===== config.mk =====
export PLATFORM = sky130hd
export DESIGN_NAME = flow_ctrl_unit
export DESIGN_NICKNAME = d
export VERILOG_FILES = /design/src/rtl/flow_ctrl_unit.sv
export SDC_FILE = /design/constraint.sdc
export NUM_CORES = 1
export LEC_CHECK = 0
export ABC_AREA = 1
export CAP_MARGIN = 5
export CORE_UTILIZATION = 36
export DETAILED_ROUTE_END_ITERATION = 16
export GPL_ROUTABILITY_DRIVEN = 0
export GPL_TIMING_DRIVEN = 0
export PLACE_DENSITY = 0.78
export SLEW_MARGIN = 20
export SYNTH_ARGS = -nofsm -noshare
export SYNTH_HDL_FRONTEND = slang
export SYNTH_SLANG_ARGS = --single-unit

===== constraint.sdc =====
create_clock -name Clk -period 1.89 [get_ports Clk]
set_clock_uncertainty 0.2 [all_clocks]
set_input_delay 0.189 -clock Clk [delete_from_list [all_inputs] [get_ports Clk]]
set_output_delay 0.189 -clock Clk [all_outputs]
set_load 0.01 [all_outputs]

===== src/rtl/flow_ctrl_unit.sv =====
// Control-flow unit: branch/jump decode, registered ALU flags and wrong-path squash after taken transfers.
// Optional loop counter (LDLC/DBNZ on opcode 3'b101) is enabled by defining FLOW_LOOP_CNT_EN.
module flow_ctrl_unit #(
   parameter int unsigned INSTR_W      = 9,
   parameter int unsigned DATA_W       = 8,
   parameter int unsigned FLUSH_CYCLES = 1,
   parameter int unsigned LOOP_W       = 8
) (
   input  logic               Clk,
   input  logic               Reset,
   input  logic [INSTR_W-1:0] Instruction,
   input  logic               instr_valid,
   input  logic               stall,
   input  logic               flag_we,
   input  logic [DATA_W-1:0]  alu_out,
   input  logic               alu_carry,
   output logic               jump_en,
   output logic               branch_en,
   output logic               squash,
   output logic [3:0]         flags_q,
   output logic               busy,
   output logic [LOOP_W-1:0]  loop_cnt
);

   localparam int unsigned   CNT_W      = 4;
   localparam logic [CNT_W-1:0] FLUSH_LOAD = CNT_W'(FLUSH_CYCLES);
   localparam bit            FLUSH_EN   = (FLUSH_CYCLES != 0);
   localparam logic [2:0]    OP_JMP     = 3'b111;
   localparam logic [2:0]    OP_BRC     = 3'b110;
   localparam logic [2:0]    OP_LOOP    = 3'b101;

   typedef enum logic {
      ST_RUN   = 1'b0,
      ST_FLUSH = 1'b1
   } state_e;

   state_e             state_q, state_d;
   logic [CNT_W-1:0]   cnt_q, cnt_d;
   logic [3:0]         flags_d;
   logic [2:0]         opcode;
   logic               eff_c;
   logic               cond_true_c;
   logic               jmp_take_c;
   logic               brc_take_c;
   logic               dbnz_take_c;
   logic               take_c;
   logic               unused_instr_bits;

   assign opcode            = Instruction[INSTR_W-1 -: 3];
   assign unused_instr_bits = ^Instruction[INSTR_W-4:3];
   assign eff_c             = instr_valid & ~stall & ~Reset & (state_q == ST_RUN);

   // Condition codes are evaluated on the registered (pre-update) flags {C,N,E,Z}.
   always_comb begin
      cond_true_c = 1'b0;
      case (Instruction[2:0])
         3'd0:    cond_true_c =  flags_q[0];
         3'd1:    cond_true_c = ~flags_q[0];
         3'd2:    cond_true_c =  flags_q[1];
         3'd3:    cond_true_c = ~flags_q[1];
         3'd4:    cond_true_c =  flags_q[2];
         3'd5:    cond_true_c = ~flags_q[2];
         3'd6:    cond_true_c =  flags_q[3];
         default: cond_true_c = ~flags_q[3];
      endcase
   end

   assign jmp_take_c = eff_c & (opcode == OP_JMP);
   assign brc_take_c = eff_c & (opcode == OP_BRC) & cond_true_c;
   assign take_c     = jmp_take_c | brc_take_c | dbnz_take_c;

`ifdef FLOW_LOOP_CNT_EN
   logic [LOOP_W-1:0] loop_cnt_q, loop_cnt_d;

   // DBNZ is taken when the decremented count is nonzero.
   assign dbnz_take_c = eff_c & (opcode == OP_LOOP) & Instruction[0]
                        & (loop_cnt_q != LOOP_W'(1));

   always_comb begin
      loop_cnt_d = loop_cnt_q;
      if (eff_c && (opcode == OP_LOOP)) begin
         if (Instruction[0]) loop_cnt_d = loop_cnt_q - LOOP_W'(1);
         else                loop_cnt_d = LOOP_W'(alu_out);
      end
   end

   always_ff @(posedge Clk) begin
      if (Reset) loop_cnt_q <= '0;
      else       loop_cnt_q <= loop_cnt_d;
   end

   assign loop_cnt = loop_cnt_q;
`else
   assign dbnz_take_c = 1'b0;
   assign loop_cnt    = '0;
`endif

   always_comb begin
      flags_d = flags_q;
      if (eff_c && flag_we)
         flags_d = {alu_carry, alu_out[DATA_W-1], ~alu_out[0], (alu_out == '0)};
   end

   always_ff @(posedge Clk) begin
      if (Reset) begin
         state_q <= ST_RUN;
         cnt_q   <= '0;
         flags_q <= '0;
      end else begin
         state_q <= state_d;
         cnt_q   <= cnt_d;
         flags_q <= flags_d;
      end
   end

   // Next state: a taken transfer arms the squash window; it drains one step per non-stalled cycle.
   always_comb begin
      state_d = state_q;
      cnt_d   = cnt_q;
      if (!stall) begin
         case (state_q)
            ST_RUN: begin
               if (take_c && FLUSH_EN) begin
                  state_d = ST_FLUSH;
                  cnt_d   = FLUSH_LOAD;
               end
            end
            ST_FLUSH: begin
               if (cnt_q <= CNT_W'(1)) begin
                  state_d = ST_RUN;
                  cnt_d   = '0;
               end else begin
                  cnt_d   = cnt_q - CNT_W'(1);
               end
            end
            default: begin
               state_d = ST_RUN;
               cnt_d   = '0;
            end
         endcase
      end
   end

   always_comb begin
      squash    = 1'b0;
      busy      = 1'b0;
      jump_en   = jmp_take_c;
      branch_en = brc_take_c | dbnz_take_c;
      if (state_q == ST_FLUSH) begin
         squash = 1'b1;
         busy   = 1'b1;
      end
   end

endmodule


## Word-level counts from Yosys, hierarchy flattened

Cells that the tools add are included.

| word-level totals | value |
|---|---|
| flip-flop bits (word level) | 9 |
| input bits | 23 |
| output and inout bits | 16 |

| operators by class | value |
|---|---|
| add/sub/neg operators | 1 |
| order comparisons | 1 |
| equality and inequality tests | 9 |
| mux-type cells | 8 |
| bitwise gates (word level) | 15 |
| reductions and logical operators | 4 |

Operators with widths:

| kind | count |
|---|---|
| $eq 3x3->1 const B | 5 |
| $logic_not 8->1 | 1 |
| $mux 4 | 2 |
| $not 1->1 | 8 |
| $pmux 4 s2 | 1 |
| $pmux 1 s7 | 1 |
| $and 1x1->1 | 6 |
| $eq 3x2->1 const B | 2 |
| $le 4x1->1 const B | 1 |
| $sub 4x1->4 const B | 1 |
| $eq 3x1->1 const B | 1 |
| $logic_not 3->1 | 1 |
| $mux 1 | 3 |
| $ne 2x2->1 const B | 1 |
| $pmux 1 s2 | 1 |
| $reduce_and 2->1 | 1 |
| $logic_and 1x1->1 | 1 |
| $or 1x1->1 | 1 |

## Logic depth before layout (Yosys ltp)

| logic depth | value |
|---|---|
| depth in word-level cells | 9 |
| depth in mapped cells | 11 |
| depth with buffers taken out | 11 |

## Worst setup path before layout

Ideal clock, no wire load.

| timing path | value |
|---|---|
| kind | reg-to-reg |
| from | reg state_q |
| to | reg cnt_q[0] |
| arrival time | 1.228 ns |
| required time | 1.620 ns |
| slack | 0.392 ns |
| cell stages (with the launch flop) | 11 |
| period minus slack after synthesis | 1.498 ns |
| path through | dfxtp_1 > inv_1 > nand3_1 > inv_2 > nand2_1 > inv_2 > nor2_2 > nand2_2 > nand2_1 > nand2_1 > a21oi_1 |

RTL lines:

| item | RTL line | source |
|---|---|---|
| start: declaration | 37 | `state_e state_q, state_d;` |
| start signal: assignment | 110 | `state_q <= state_d;` |
| $not 1->1 | - |  |
| $and 1x1->1 | 51 | `assign eff_c = instr_valid & ~stall & ~Reset & (state_q == ST_RUN);` |
| $and 1x1->1 | 68 | `assign jmp_take_c = eff_c & (opcode == OP_JMP);` |
| via jump_en | 17 | `output logic jump_en,` |
| $or 1x1->1 | 70 | `assign take_c = jmp_take_c \| brc_take_c \| dbnz_take_c;` |
| $ne 2x2->1 (no source line) | - |  |
| $reduce_and 2->1 (no source line) | - |  |
| end signal: assignment | 111 | `cnt_q <= cnt_d;` |
| end: declaration | 38 | `logic [CNT_W-1:0] cnt_q, cnt_d;` |

The timed path passes the listed nets, and every way through them passes these cells.
A chain may end at the register's enable or synchronous reset.

## Final worst setup path

| timing path | value |
|---|---|
| from | in instr_valid |
| to | out branch_en |

| on the way | value |
|---|---|
| cells in the longest elaborated chain, start to end | 5 |

RTL lines:

| item | RTL line | source |
|---|---|---|
| start: declaration | 12 | `input logic instr_valid,` |
| $and 1x1->1 (3 in series) | 51 |  |
| $and 1x1->1 (2 in series) | 69 | `assign brc_take_c = eff_c & (opcode == OP_BRC) & cond_true_c;` |
| end: declaration | 18 | `output logic branch_en,` |

Every way passes these cells.

==> flow_metrics.env <==
export IMPL_cts_buffers=3
export IMPL_vias_per_cell=4.365
export IMPL_grt_max_degree=9
export IMPL_fin_crit_sh=0.9599
export IMPL_cp_end_kind="output pin"
export IMPL_async_flop_share=0
export IMPL_final_nets=169
export IMPL_die_area_sq_um=1978
export IMPL_stdcell_area_sq_um=1026
export IMPL_cts_buffer_depth=2
export IMPL_antenna_found_initial=0
export IMPL_period_needed_ps=1814
export IMPL_synth_cell_area_sq_um=649.4
export IMPL_yosysTopAreaCellShare=0.2775
export IMPL_grt_pass1_vias=612
export IMPL_track_usage=0.1570
export IMPL_numPortBuffers=27
export IMPL_netlist_instances=103
export IMPL_leakage_nw=0.4718
export IMPL_grt_pass1_wl_microns=2359
export IMPL_synth_edf_count=0
export IMPL_pin_count=39
export IMPL_vias=729
export IMPL_post_synth_top_area_cell="dfxtp_1"
export IMPL_clk_pin_slew_ps=70
export IMPL_dieHeight_microns=44.47
export IMPL_diodes=0
export IMPL_grt_overflow=0
export IMPL_layout_setup_ws_ps=75.82
export IMPL_dp_final_hpwl_microns=1239
export IMPL_status="completed"
export IMPL_vdd_drop_max_mv=0.2476
export IMPL_dr_pass1_iters=4
export IMPL_wl_microns=1545
export IMPL_synthFlopType="dfxtp_1"
export IMPL_initial_utilization=0.4074
export IMPL_post_place_ws_ps=-336.9
export IMPL_drtIter0Drc=8
export IMPL_power_mw=0.4572
export IMPL_htree_num_levels=1
export IMPL_hold_viol=0
export IMPL_yosysWarnings=0
export IMPL_coreArea_sq_um=1594
export IMPL_fin_worst_hold_slack_ps=202.9
export IMPL_row_count=14
export IMPL_worstPathArrival_ps=1430
export IMPL_die_w_microns=44.47
export IMPL_placed_area_sq_um=975.9
export IMPL_areaGrowthSynthToFinish_pct=58.00
export IMPL_wl_per_cell_microns=9.251
export IMPL_synth_top_cells_by_count="nand2_1, inv_1, nand3_1"
export IMPL_cap_violations=0
export IMPL_synth_most_common_cell="nand2_1"
export IMPL_critPathMaxFanout=2
export IMPL_place_inst=161
export IMPL_r2r_setup_slack_ps=220
export IMPL_drc=0
export IMPL_required_ps=1500
export IMPL_final_antenna_net_count=0
export IMPL_clkLatencyLatePin_ps=250
export IMPL_yosys_top_cells_area="dfxtp_1, nand2_1, buf_4, inv_1, nand3_1"
export IMPL_cp_start_kind="input port"
export IMPL_root_buffer="clkbuf_4"
export IMPL_cts_hold_buf=0
export IMPL_syn_area_per_cell_sq_um=6.305
export IMPL_clock_sinks=9
export IMPL_instances_no_fill=167
export IMPL_holdCritPathClass="in2reg"
export IMPL_ys_ff_latch=9
export IMPL_setup_viol=0
export IMPL_fmax_mhz=551.2
export IMPL_synth_distinct_cells=21
export IMPL_drv_slew=0
export IMPL_drive_above_1_share=0.1608
export IMPL_ys_seq_area_frac=0.2775
export IMPL_cts_tree="yes"
export IMPL_worstSetupPathType="in2out"
export IMPL_p_per_area_nw_per_um2=445.7
-- cell families after synthesis --
| kind of cell | after synthesis | synth area share |
|---|---|---|
| AOI/OAI and AO/OA | 13 | 0.1002 |
| xor gates and xnor gates | 2 | 0.02698 |
| adders and majority gates | 2 | 0.03853 |
| buffers and inverters | 27 | 0.2081 |
| DFF | 9 | 0.2775 |
| other | 1 | 0.005775 |
| and+or+nand+nor | 49 | 0.3430 |
-- metal layers --
layer / routed length (microns) / track usage / share of wire
met1: 667 / 0.1897 / 0.43
met2: 763 / 0.2706 / 0.49
met3: 98 / 0.03265 / 0.063
met4: 15 / 0.06061 / 0.0097
met5: 0 / 0 / 0
-- worst paths after layout --
kind	start	endpoint	depth (start not counted)
worst max-delay path	instr_valid	branch_en	7
worst min-delay path	Reset	state_q$_SDFFE_PP0N_	2
worst max register to register	cnt_q[0]$_SDFFE_PP0P_	cnt_q[2]$_SDFFE_PP0P_	9
worst min register to register	flags_q[2]$_SDFFE_PP0P_	flags_q[2]$_SDFFE_PP0P_	2
-- cell usage in the layout (no fill, tap or decap) --
cell type         n
clkdlybuf4s50_1  23
nand2_1          21
inv_1            15
buf_4            11
nand3_1          10
a21oi_1           9
nor2_1            8
conb_1            8
dfxtp_1           8
o21ai_0           4
inv_2             3
clkbuf_4          3
nor2_2            2
ha_1              2
dlygate4sd2_1     2
nand3_2           1
and3_1            1
nand2_2           1
nand2_4           1
or2_1             1
nor3_1            1
nor4_1            1
nand3b_1          1
xor2_1            1
xnor2_1           1
clkbuf_1          1
dlymetal6s2s_1    1
clkdlybuf4s15_1   1
dfxtp_2           1
-- critical path, stage by stage --
cell and delay [ps]:
clkdlybuf4s50_1 460, inv_1 40, nor2_1 130, nand3_2 120, nor2_2 110, and3_1 160, clkdlybuf4s15_1 230
-- area by class of cell --
type,instances,area (sq um)
Tap cell,24,30.03
Sequential cell,9,181.4
Timing Repair Buffer,29,285.3
Multi-Input combinational cell,74,367.9
Inverter,18,67.56
Buffer,9,67.56
Fill cell,136,568.0
Clock buffer,4,26.28
-- stage by stage --
step / utilization / TNS (ps)
floorplan: - / 0
global route: 0.6436 / -26.30
finish: 0.6436 / 0
global placement: 0.6122 / -689.7
detailed placement: 0.6122 / -801.5
CTS: 0.6366 / 0
-- sequential cells by signal (all words and copies together), names as in the netlist --
| register | cells |
|---|---|
| flags_q | 4 |
| cnt_q | 4 |
| state_q | 1 |
-- power by group --
group	internal [mW]	switching (mW)	leakage [nW]	total (mW)
registers	0.193	0.00302	0.0732	0.196
clock network	0.0813	0.0693	0.0150	0.151
logic	0.0640	0.0465	0.384	0.110
-- timing repair --
action                                  4_1_cts  5_1_grt
pin swaps                                     1        1
setup buffers                                 2        0
gates resized for setup                       4        4
endpoints found under the setup margin        2        1
hold endpoints to repair                      0        0
Power figures use the tool's default switching activity.
